## src/rtl/mc_controller.sv

```systemverilog
// mc_controller: multi-cycle MIPS control unit.
// Sequences BOOT/FETCH/DECODE/EXEC/MEM/WB/HALT and decodes the per-state
// strobes from the current state plus the op/funct fields held in the IR.
// One mem_req/mem_ready handshake serves both instruction fetch and data
// access. A wait counter turns an unanswered request into a sticky bus error.

module mc_controller #(
    parameter int unsigned TIMEOUT     = 16,  // cycles without mem_ready before bus error; 0 = never
    parameter int unsigned SUPPORT_SUB = 1,   // 0 makes lbu/lhu/sb/sh decode as illegal
    parameter int unsigned CNT_W       = 8    // 2**CNT_W must exceed TIMEOUT
) (
    input  logic       clk,
    input  logic       reset,       // asynchronous, active low
    input  logic [5:0] op,
    input  logic [5:0] funct,
    input  logic       alu_zero,
    input  logic       mem_ready,
    output logic       mem_req,
    output logic       mem_we,
    output logic [1:0] mem_size,
    output logic       ir_we,
    output logic       pc_we,
    output logic [1:0] pc_src,
    output logic       reg_write,
    output logic [1:0] reg_dst,
    output logic [1:0] wb_sel,
    output logic       alu_src,
    output logic [1:0] ext_op,
    output logic [3:0] alu_op,
    output logic       instr_done,
    output logic       illegal,
    output logic       bus_err
);

    // ------------------------------------------------------------------
    // Instruction encodings
    // ------------------------------------------------------------------
    localparam logic [5:0] OP_RTYPE = 6'h00;
    localparam logic [5:0] OP_J     = 6'h02;
    localparam logic [5:0] OP_JAL   = 6'h03;
    localparam logic [5:0] OP_BEQ   = 6'h04;
    localparam logic [5:0] OP_BNE   = 6'h05;
    localparam logic [5:0] OP_ORI   = 6'h0d;
    localparam logic [5:0] OP_LUI   = 6'h0f;
    localparam logic [5:0] OP_LW    = 6'h23;
    localparam logic [5:0] OP_LBU   = 6'h24;
    localparam logic [5:0] OP_LHU   = 6'h25;
    localparam logic [5:0] OP_SB    = 6'h28;
    localparam logic [5:0] OP_SH    = 6'h29;
    localparam logic [5:0] OP_SW    = 6'h2b;

    localparam logic [5:0] FN_JR    = 6'h08;
    localparam logic [5:0] FN_JALR  = 6'h09;
    localparam logic [5:0] FN_ADDU  = 6'h21;
    localparam logic [5:0] FN_SUBU  = 6'h23;

    // ------------------------------------------------------------------
    // Control field encodings seen by the datapath
    // ------------------------------------------------------------------
    localparam logic [1:0] SIZE_WORD  = 2'd0;
    localparam logic [1:0] SIZE_BYTE  = 2'd1;
    localparam logic [1:0] SIZE_HALF  = 2'd2;

    localparam logic [1:0] PC_SEQ     = 2'd0;
    localparam logic [1:0] PC_BRANCH  = 2'd1;
    localparam logic [1:0] PC_JUMP    = 2'd2;
    localparam logic [1:0] PC_RS      = 2'd3;

    localparam logic [1:0] DST_RT     = 2'd0;
    localparam logic [1:0] DST_RD     = 2'd1;
    localparam logic [1:0] DST_RA     = 2'd2;

    localparam logic [1:0] WB_ALU     = 2'd0;
    localparam logic [1:0] WB_MEM     = 2'd1;
    localparam logic [1:0] WB_PC      = 2'd2;

    localparam logic [1:0] EXT_ZERO   = 2'd0;
    localparam logic [1:0] EXT_LUI    = 2'd1;
    localparam logic [1:0] EXT_SIGN   = 2'd2;

    localparam logic [3:0] ALU_ADD    = 4'd0;
    localparam logic [3:0] ALU_SUB    = 4'd1;
    localparam logic [3:0] ALU_OR     = 4'd2;

    localparam bit SUB_EN = (SUPPORT_SUB != 0);

    // Counter value seen in the last request cycle allowed to go unanswered.
    localparam logic [CNT_W-1:0] TO_LAST = (TIMEOUT == 0) ? '0 : CNT_W'(TIMEOUT - 1);

    typedef enum logic [2:0] {
        S_BOOT,
        S_FETCH,
        S_DECODE,
        S_EXEC,
        S_MEM,
        S_WB,
        S_HALT
    } state_e;

    // Instruction classes: everything the sequencer and strobes depend on.
    typedef enum logic [3:0] {
        CL_ILLEGAL,
        CL_ADDU,
        CL_SUBU,
        CL_ORI,
        CL_LUI,
        CL_LOAD,
        CL_STORE,
        CL_BEQ,
        CL_BNE,
        CL_J,
        CL_JAL,
        CL_JR,
        CL_JALR
    } iclass_e;

    state_e           r_state;
    logic [CNT_W-1:0] r_wait_cnt;
    logic             r_bus_err;

    iclass_e          w_class;
    logic [1:0]       w_size;
    logic             w_ends_in_decode;
    logic             w_timeout;

    // Classify the IR fields; funct only matters for op==0, sub-word ops honour SUB_EN.
    always_comb begin
        // NOTE: every variable gets a default before the case so no path leaves it unassigned (no latch).
        w_class = CL_ILLEGAL;
        w_size  = SIZE_WORD;
        case (op)
            OP_RTYPE: begin
                case (funct)
                    FN_ADDU: w_class = CL_ADDU;
                    FN_SUBU: w_class = CL_SUBU;
                    FN_JR:   w_class = CL_JR;
                    FN_JALR: w_class = CL_JALR;
                    default: w_class = CL_ILLEGAL;  // includes funct 0 (sll nop)
                endcase
            end
            OP_J:   w_class = CL_J;
            OP_JAL: w_class = CL_JAL;
            OP_BEQ: w_class = CL_BEQ;
            OP_BNE: w_class = CL_BNE;
            OP_ORI: w_class = CL_ORI;
            OP_LUI: w_class = CL_LUI;
            OP_LW:  w_class = CL_LOAD;
            OP_SW:  w_class = CL_STORE;
            OP_LBU: begin
                if (SUB_EN) begin
                    w_class = CL_LOAD;
                    w_size  = SIZE_BYTE;
                end
            end
            OP_LHU: begin
                if (SUB_EN) begin
                    w_class = CL_LOAD;
                    w_size  = SIZE_HALF;
                end
            end
            OP_SB: begin
                if (SUB_EN) begin
                    w_class = CL_STORE;
                    w_size  = SIZE_BYTE;
                end
            end
            OP_SH: begin
                if (SUB_EN) begin
                    w_class = CL_STORE;
                    w_size  = SIZE_HALF;
                end
            end
            default: w_class = CL_ILLEGAL;
        endcase
    end

    assign w_ends_in_decode = (w_class inside {CL_J, CL_JAL, CL_JR, CL_JALR, CL_ILLEGAL});

    // mem_ready in the last allowed cycle takes priority, so the timeout is only
    // consulted on the no-ready path of the sequencer.
    assign w_timeout = (TIMEOUT != 0) && (r_wait_cnt == TO_LAST);

    // Sequencer: state, request wait counter and sticky bus error.
    always_ff @(posedge clk or negedge reset) begin
        if (!reset) begin
            r_state    <= S_BOOT;
            r_wait_cnt <= '0;
            r_bus_err  <= 1'b0;
        end else begin
            // NOTE: sequential state uses non-blocking assignments so every register samples pre-edge values.
            // Default clear: covers entering FETCH/MEM and completion on mem_ready.
            r_wait_cnt <= '0;
            case (r_state)
                S_BOOT: r_state <= S_FETCH;

                S_FETCH, S_MEM: begin
                    if (mem_ready) begin
                        if (r_state == S_FETCH) begin
                            r_state <= S_DECODE;
                        end else if (w_class == CL_STORE) begin
                            r_state <= S_FETCH;
                        end else begin
                            r_state <= S_WB;
                        end
                    end else begin
                        r_wait_cnt <= r_wait_cnt + 1'b1;
                        if (w_timeout) begin
                            r_bus_err <= 1'b1;
                            r_state   <= S_HALT;
                        end
                    end
                end

                S_DECODE: r_state <= w_ends_in_decode ? S_FETCH : S_EXEC;

                S_EXEC: begin
                    if (w_class inside {CL_BEQ, CL_BNE}) begin
                        r_state <= S_FETCH;
                    end else if (w_class inside {CL_LOAD, CL_STORE}) begin
                        r_state <= S_MEM;
                    end else begin
                        r_state <= S_WB;
                    end
                end

                S_WB: r_state <= S_FETCH;

                S_HALT: r_state <= S_HALT;

                default: r_state <= S_HALT;
            endcase
        end
    end

    // Per-state strobes decoded from state and instruction class; BOOT and HALT drive nothing.
    always_comb begin
        mem_req    = 1'b0;
        mem_we     = 1'b0;
        mem_size   = SIZE_WORD;
        ir_we      = 1'b0;
        pc_we      = 1'b0;
        pc_src     = PC_SEQ;
        reg_write  = 1'b0;
        reg_dst    = DST_RT;
        wb_sel     = WB_ALU;
        alu_src    = 1'b0;
        ext_op     = EXT_ZERO;
        alu_op     = ALU_ADD;
        instr_done = 1'b0;
        illegal    = 1'b0;
        case (r_state)
            S_FETCH: begin
                mem_req = 1'b1;
                if (mem_ready) begin
                    ir_we  = 1'b1;
                    pc_we  = 1'b1;
                    pc_src = PC_SEQ;
                end
            end

            S_DECODE: begin
                case (w_class)
                    CL_J: begin
                        pc_we      = 1'b1;
                        pc_src     = PC_JUMP;
                        instr_done = 1'b1;
                    end
                    CL_JAL: begin
                        pc_we      = 1'b1;
                        pc_src     = PC_JUMP;
                        reg_write  = 1'b1;
                        reg_dst    = DST_RA;
                        wb_sel     = WB_PC;
                        instr_done = 1'b1;
                    end
                    CL_JR: begin
                        pc_we      = 1'b1;
                        pc_src     = PC_RS;
                        instr_done = 1'b1;
                    end
                    CL_JALR: begin
                        pc_we      = 1'b1;
                        pc_src     = PC_RS;
                        reg_write  = 1'b1;
                        reg_dst    = DST_RD;
                        wb_sel     = WB_PC;
                        instr_done = 1'b1;
                    end
                    CL_ILLEGAL: illegal = 1'b1;
                    default: ;
                endcase
            end

            S_EXEC: begin
                case (w_class)
                    CL_ADDU: alu_op = ALU_ADD;
                    CL_SUBU: alu_op = ALU_SUB;
                    CL_ORI: begin
                        alu_src = 1'b1;
                        ext_op  = EXT_ZERO;
                        alu_op  = ALU_OR;
                    end
                    CL_LUI: begin
                        // rs is $0 by datapath convention, so OR yields imm<<16.
                        alu_src = 1'b1;
                        ext_op  = EXT_LUI;
                        alu_op  = ALU_OR;
                    end
                    CL_LOAD, CL_STORE: begin
                        alu_src = 1'b1;
                        ext_op  = EXT_SIGN;
                        alu_op  = ALU_ADD;
                    end
                    CL_BEQ, CL_BNE: begin
                        alu_op     = ALU_SUB;
                        instr_done = 1'b1;
                        // Taken when equality matches the branch sense.
                        if (alu_zero == (w_class == CL_BEQ)) begin
                            pc_we  = 1'b1;
                            pc_src = PC_BRANCH;
                        end
                    end
                    default: ;
                endcase
            end

            S_MEM: begin
                mem_req    = 1'b1;
                mem_we     = (w_class == CL_STORE);
                mem_size   = w_size;
                instr_done = mem_ready && (w_class == CL_STORE);
            end

            S_WB: begin
                reg_write  = 1'b1;
                instr_done = 1'b1;
                if (w_class == CL_LOAD) begin
                    reg_dst = DST_RT;
                    wb_sel  = WB_MEM;
                end else if (w_class inside {CL_ADDU, CL_SUBU}) begin
                    reg_dst = DST_RD;
                    wb_sel  = WB_ALU;
                end else begin
                    reg_dst = DST_RT;
                    wb_sel  = WB_ALU;
                end
            end

            default: ;
        endcase
    end

    assign bus_err = r_bus_err;

endmodule

```

## config.mk

```make
export PLATFORM = sky130hd
export DESIGN_NAME = mc_controller
export DESIGN_NICKNAME = d
export VERILOG_FILES = /design/src/rtl/mc_controller.sv
export SDC_FILE = /design/constraint.sdc
export NUM_CORES = 1
export LEC_CHECK = 0
export CAP_MARGIN = 20
export CORE_MARGIN = 8
export CORE_UTILIZATION = 40
export CTS_CLUSTER_DIAMETER = 40
export DETAILED_ROUTE_END_ITERATION = 12
export GPL_TIMING_DRIVEN = 0
export PLACE_DENSITY = 0.69
export SLEW_MARGIN = 20
export SYNTH_ARGS = -nofsm -noshare
export SYNTH_HDL_FRONTEND = slang
export SYNTH_SLANG_ARGS = --single-unit
```

## constraint.sdc

```tcl
create_clock -name clk -period 1.8 [get_ports clk]
set_input_delay 0.18 -clock clk [delete_from_list [all_inputs] [get_ports clk]]
set_output_delay 0.18 -clock clk [all_outputs]
set_load 0.02 [all_outputs]
```

# --- Word-level counts from Yosys, hierarchy flattened ---
# Index checks and enable logic that the tools add are counted.
totals:
  input_bits: 16
  reg_bits: 12
  output_inout_bits: 23
  wordCells: 110
classes:
  n_mux: 45
  addsub: 1
  n_eq_ne: 36
  n_reduce_logical: 24
  n_bitwise: 1
op_table:
  columns: ["op", "count"]
  rows:
  - ["$eq A6 B6 Y1 const B", 8]
  - ["$pmux W4 S9", 1]
  - ["$pmux W2 S2", 8]
  - ["$eq A6 B4 Y1 const B", 4]
  - ["$eq A4 B4 Y1 const B", 5]
  - ["$reduce_or A2 Y1", 10]
  - ["$mux W1", 19]
  - ["$eq A4 B3 Y1 const B", 4]
  - ["$mux W8", 2]
  - ["$pmux W4 S4", 1]
  - ["$mux W3", 5]
  - ["$eq A6 B2 Y1 const B", 2]
  - ["$eq A6 B3 Y1 const B", 2]
  - ["$pmux W3 S4", 1]
  - ["$mux W2", 5]
  - ["$reduce_or A3 Y1", 3]
  - ["$add A8 B1 Y8 const B", 1]
  - ["$eq A4 B2 Y1 const B", 2]
  - ["$eq A8 B4 Y1 const B", 1]
  - ["$reduce_or A4 Y1", 2]
  - ["$eq A3 B2 Y1 const B", 2]
  - ["$eq A3 B3 Y1 const B", 2]
  - ["$logic_not A6 Y1", 1]
  - ["$reduce_bool A2 Y1", 3]
  - ["13 further kinds", 13]

# --- Logic depth before layout (Yosys ltp) ---
depth:
  depth_word: 8
  depth_mapped: 7
  ltp_nobuf: 6

# --- Least setup slack after synthesis ---
# Ideal clock, no wire load.
synth_timing:
  path_kind: "input port to output port"
  startpoint: "input port op[0]"
  endpoint: "output port reg_dst[1]"
  path_buffers: 1
  t_required_ns: 1.620
  arrival_time_ns: 1.808
  slack_ns: -0.188
  stages: 6
  path_cell_list: "buf_4 -> nor4b_2 -> nor4_2 -> o32ai_4 -> o211a_1 -> nor3b_1"
synth_between:
  elab_chain_cells: 6
  elab_cells_between_ends: 20
  cone_classes: "14 x eq/ne; 3 x mux; 3 x reduce/logical"
synth_rtl:
  columns: ["element", "line", "text"]
  rows:
  - ["start, declared", "14", "input logic [5:0] op,"]
  - ["$eq A6 B6 Y1", "131", "case (op)"]
  - ["$reduce_or A3 Y1 (no line)", null, null]
  - ["$pmux W4 S9 (*)", "131", null]
  - ["$eq A4 B4 Y1", "262", "case (w_class)"]
  - ["$pmux W2 S2 (*)", "262", null]
  - ["$pmux W2 S2 (*)", "251", "case (r_state)"]
  - ["end, declared", "25", "output logic [1:0] reg_dst,"]
# Every way passes the cells marked *; elsewhere a longest branch is shown, timed or not.

# --- Final worst setup path ---
layout_timing:
  startpoint: "input port op[1]"
  endpoint: "output port pc_we"
layout_between:
  elab_chain_cells: 8
  elab_cells_between_ends: 29
  cone_classes: "19 x eq/ne; 5 x mux; 5 x reduce/logical"
layout_rtl:
  columns: ["element", "line", "text"]
  rows:
  - ["$eq A6 B6 Y1", "131", null]
  - ["$reduce_or A3 Y1 (no line)", null, null]
  - ["$pmux W4 S9 (*)", "131", null]
  - ["$eq A4 B3 Y1", "295, 318", null]
  - ["$eq A1 B1 Y1", "318", "if (alu_zero == (w_class == CL_BEQ)) begin"]
  - ["$mux W1", "318", null]
  - ["$mux W1", "295", "case (w_class)"]
  - ["$pmux W1 S3 (*)", "251", null]
  - ["end, declared", "22", "output logic pc_we,"]
# Marked as above.

==> results list <==
- Max Fanout on Critical Path: 7
* Data arrival time of the critical path: 1.85 ns
* Unrepaired setup endpoints after global routing: yes
* Overall track demand over capacity in global routing: 16.7%
- Total power of the final layout: 1.83 mW
- Clock sink count: 12
* Kind of start point of the critical path: primary input
- Final clock skew: 0.000889 ns
- Min cycle time layout: 2.03 ns
- Number of max-cap violations: 0
* Slew at the pin closest to its max-slew limit: 0.547 ns
- Via count: 1716
- Port Buffers: 34
- Leading cell types by total area after synthesis: sky130_fd_sc_hd__dfrtp_1 (21%), sky130_fd_sc_hd__nor2_1 (7.1%), sky130_fd_sc_hd__buf_4 (4.2%)
- Using the TritonRoute via totals, the vias-per-cell ratio works out to 5.78.
* Die height: 75.7 microns
* Area used by multi-input combinational logic: 1390 sq um
* Ys Warns: 0
- Grt total ovfl: 0
* Seq. cell area: 300 sq um
- Max Transition Viols Final: 0
- Fill count: 231
- The finished layout holds 297 standard cells, fillers aside.
* Number of antenna violations at the first check in global routing: 0
* Maximum number of pins on one net before global-route repair: 13
- FP Rows: 21
- Clock Tree Buf Depth: 2
- The tree is rooted in a sky130_fd_sc_hd__clkbuf_4.
* Worst endpoint required time: 1.62 ns
- Placer congestion estimate: 0.921
- For the worst-skew pair, the clock arrives at the later sink with an insertion delay of 0.26 ns.
- Cell chain of the critical path: buf_12, buf_8, nor2b_4, a311oi_2, a21o_2, nand3_4, o31a_1, o211ai_2, buf_6
- Failing checks: negative setup slack
- Number of buffers created by CTS: 3
* Cell variety after synth: 61
- Routed wirelength normalized by instance count: 17.8 microns
* Number of cells produced by synthesis: 186
- Leakage power of the design: 1.08 nW
* Horizontal die dimension: 75.7 microns
- The post-route netlist has 53.0% of its cells at a drive strength greater than 1.
- Proportion of register bits with asynchronous set or reset after synthesis: 100%
* Avg Synthesized Cell Area: 7.66 sq um
- Result of the run: finished with violations
* Worst voltage drop across the vdd grid: 332 uV
- The critical path contains buffers and inverters numbering 3 combined.
* Crit path capture type: output port
- Number of global-route vias before repair: 1666
- Layout Area Growth over Synthesis: 74.7%
* Post-synthesis cell type with the largest combined area: sky130_fd_sc_hd__dfrtp_1
* Fin. Hold Viols: 0
* CTS H-tree lvls: 1
- I/O pin cnt: 39
* Combined area of all synthesized cells: 1430 sq um
* Largest stage delay on the critical path: 0.31 ns
- The final layout contains routed wiring with a total length of 5280 microns.
- Count of antenna diodes in the layout: 0
- Count of flip-flops with a built-in enable after synthesis: 0
- The tightest hold path in the finished design has a slack of 0.268 ns.
* Share of the clock period used by the worst path after layout: 113%
- Grouping stages by cell kind, the critical path spends the most delay in compound AO/OA/AOI/OAI gates.
- For this run, the leading register cell type out of synthesis is sky130_fd_sc_hd__dfrtp_1.
- FMAX: 0.493 GHz
* Power per cell area: 733 nW/um^2
* Core footprint: 3390 sq um
* Synthesis-stage register bit count: 12
* Number of antenna-violating nets in the routed design: 0
- Post-CTS Hold Buffers: 0
- Measured against its own limit, the worst slew margin works out to 63.4%.
- The critical path is of the in2out type.
- In this run the worst hold path is classified as in2async.
* Sum of net half-perimeters after detailed placement: 3030 microns
* Setup Total Neg Slack: -2.12 ns
- Starting density of the core: 42.0%
* DRT iter0 DRCs: 95
* NumNets Final: 270
* CTS clk-pin slew, worst paths: 0.07 ns
- The share of the Yosys chip area taken by registers is 21.1%.
- CTS tree: done
- Global-route wire length before repair: 7650 microns
- Post-layout worst setup margin: -0.229 ns
- Setup violations remaining at the end of the flow were counted as 16.
* First-pass iteration count of the detailed router: 4
* Remaining routing DRC violations: 0
- Slowest library cell on the worst path: sky130_fd_sc_hd__o31a_1
* Share of Yosys cell area claimed by the top area cell type: 21.1%
- Count of placed standard cells including taps: 267
- The floorplan step defined a die boundary enclosing 5730 sq um.
- Post-layout util: 73.5%
-- Yosys cell counts, types with 2 or more instances --
library cell	count
sky130_fd_sc_hd__nor2_1	27
sky130_fd_sc_hd__dfrtp_1	12
sky130_fd_sc_hd__nand2_1	12
sky130_fd_sc_hd__inv_1	9
sky130_fd_sc_hd__o21ai_0	9
sky130_fd_sc_hd__buf_4	8
sky130_fd_sc_hd__nor3_1	6
sky130_fd_sc_hd__o21ai_1	6
sky130_fd_sc_hd__a21oi_1	5
sky130_fd_sc_hd__nor2b_1	5
sky130_fd_sc_hd__nor3b_1	5
sky130_fd_sc_hd__nand2b_1	4
sky130_fd_sc_hd__nand3_1	4
sky130_fd_sc_hd__nand3b_1	4
sky130_fd_sc_hd__or3_1	4
sky130_fd_sc_hd__xnor2_1	4
sky130_fd_sc_hd__xor2_1	4
sky130_fd_sc_hd__a31oi_1	3
sky130_fd_sc_hd__buf_2	3
sky130_fd_sc_hd__o31ai_1	3
sky130_fd_sc_hd__and2_1	2
sky130_fd_sc_hd__and3_1	2
sky130_fd_sc_hd__and3b_1	2
sky130_fd_sc_hd__and4_1	2
sky130_fd_sc_hd__and4b_1	2
sky130_fd_sc_hd__nor4bb_1	2
sky130_fd_sc_hd__o21a_1	2
sky130_fd_sc_hd__or2_2	2
-- power by group --
part | total, mW | internal (mW) | switching, mW
sequential | 0.356 | 0.320 | 0.0368
combinational | 1.31 | 0.630 | 0.680
clock | 0.159 | 0.0773 | 0.0822
total | 1.83 | 1.03 | 0.799
-- through the flow --
stage               area, sq um  worst slack, ns
floorplan                  1470         -0.00927
global placement           1860            -1.27
detailed placement         1860            -1.26
CTS                        2320           -0.145
global route               2490           -0.279
finish                     2490           -0.229
-- final timing paths --
check / from / end / slack, ns / cells after the start
worst max-delay path: op[1] / pc_we / -0.23 / 9
worst max register to register: r_state[0] / r_state[1] / 0.06 / 7
worst min register to register: bus_err / bus_err / 0.46 / 2
min in group clk: bus_err / bus_err / 0.46 / 2
worst min-delay path: reset / bus_err / 0.27 / 1
max in group asynchronous: reset / r_wait_cnt[1] / 1.17 / 1
-- worst register-to-register path: cells and delay by family (launching register included) --
| family | cells | cell delay (ns) |
|---|---|---|
| buffers and inverters | 2 | 0.26 |
| AOI/OAI and AO/OA | 3 | 0.46 |
| DFF | 1 | 0.38 |
| xor gates and xnor gates | 1 | 0.12 |
| and+or+nand+nor | 1 | 0.39 |
-- flip-flops by register name, summed over array words and instances, names as in the netlist --
register and count:
bus_err 1, r_state 3, r_wait_cnt 8
-- cell families after synthesis --
| group | synth area share [%] |
|---|---|
| adders and majority gates | 0.878 |
| xor gates and xnor gates | 4.92 |
| other | 0.263 |
| buffers and inverters | 7.90 |
| muxes | 0.790 |
| and+or+nand+nor | 41.5 |
| AOI/OAI and AO/OA | 22.7 |
| DFF | 21.1 |
-- metal layers --
| metal | global-route usage, % | routed length [microns] | vias up |
|---|---|---|---|
| met5 | 0 | 0 | - |
| met4 | 6.40 | 149 | 0 |
| met3 | 2.50 | 322 | 16 |
| met2 | 30.4 | 2760 | 77 |
| met1 | 19.1 | 2050 | 823 |
| li1 | - | - | 800 |
-- timing repair --
| action | CTS | global route |
|---|---|---|
| gates resized for setup | 202 | 34 |
| setup endpoints to repair | 23 | 19 |
| pin swaps | 35 | 13 |
| buffers inserted | 20 | 8 |
-- cell usage in the layout, fill, tap and decap left out, types with 4 or more instances in the layout --
cell type / instances
sky130_fd_sc_hd__buf_6: 20
sky130_fd_sc_hd__o21ai_0: 5
sky130_fd_sc_hd__nand3_1: 4
sky130_fd_sc_hd__nor2_1: 22
sky130_fd_sc_hd__o21ai_2: 5
sky130_fd_sc_hd__xor2_1: 4
sky130_fd_sc_hd__nor3_4: 4
sky130_fd_sc_hd__clkdlybuf4s50_1: 4
sky130_fd_sc_hd__nand2_1: 10
sky130_fd_sc_hd__buf_4: 32
sky130_fd_sc_hd__dfrtp_1: 12
sky130_fd_sc_hd__inv_1: 8
sky130_fd_sc_hd__nand3b_1: 4
sky130_fd_sc_hd__buf_2: 5
-- layout make-up --
| cell class | count | area share [%] |
|---|---|---|
| flip-flops and latches | 12 | 12.1 |
| plain buffers | 11 | 4.67 |
| clock buffers | 3 | 0.905 |
| inverters | 9 | 1.36 |
| multi-input cells | 154 | 55.9 |
| repair buffers | 62 | 22.8 |
| well taps | 46 | 2.31 |
Note: power is estimated with default switching activity, not from simulation.
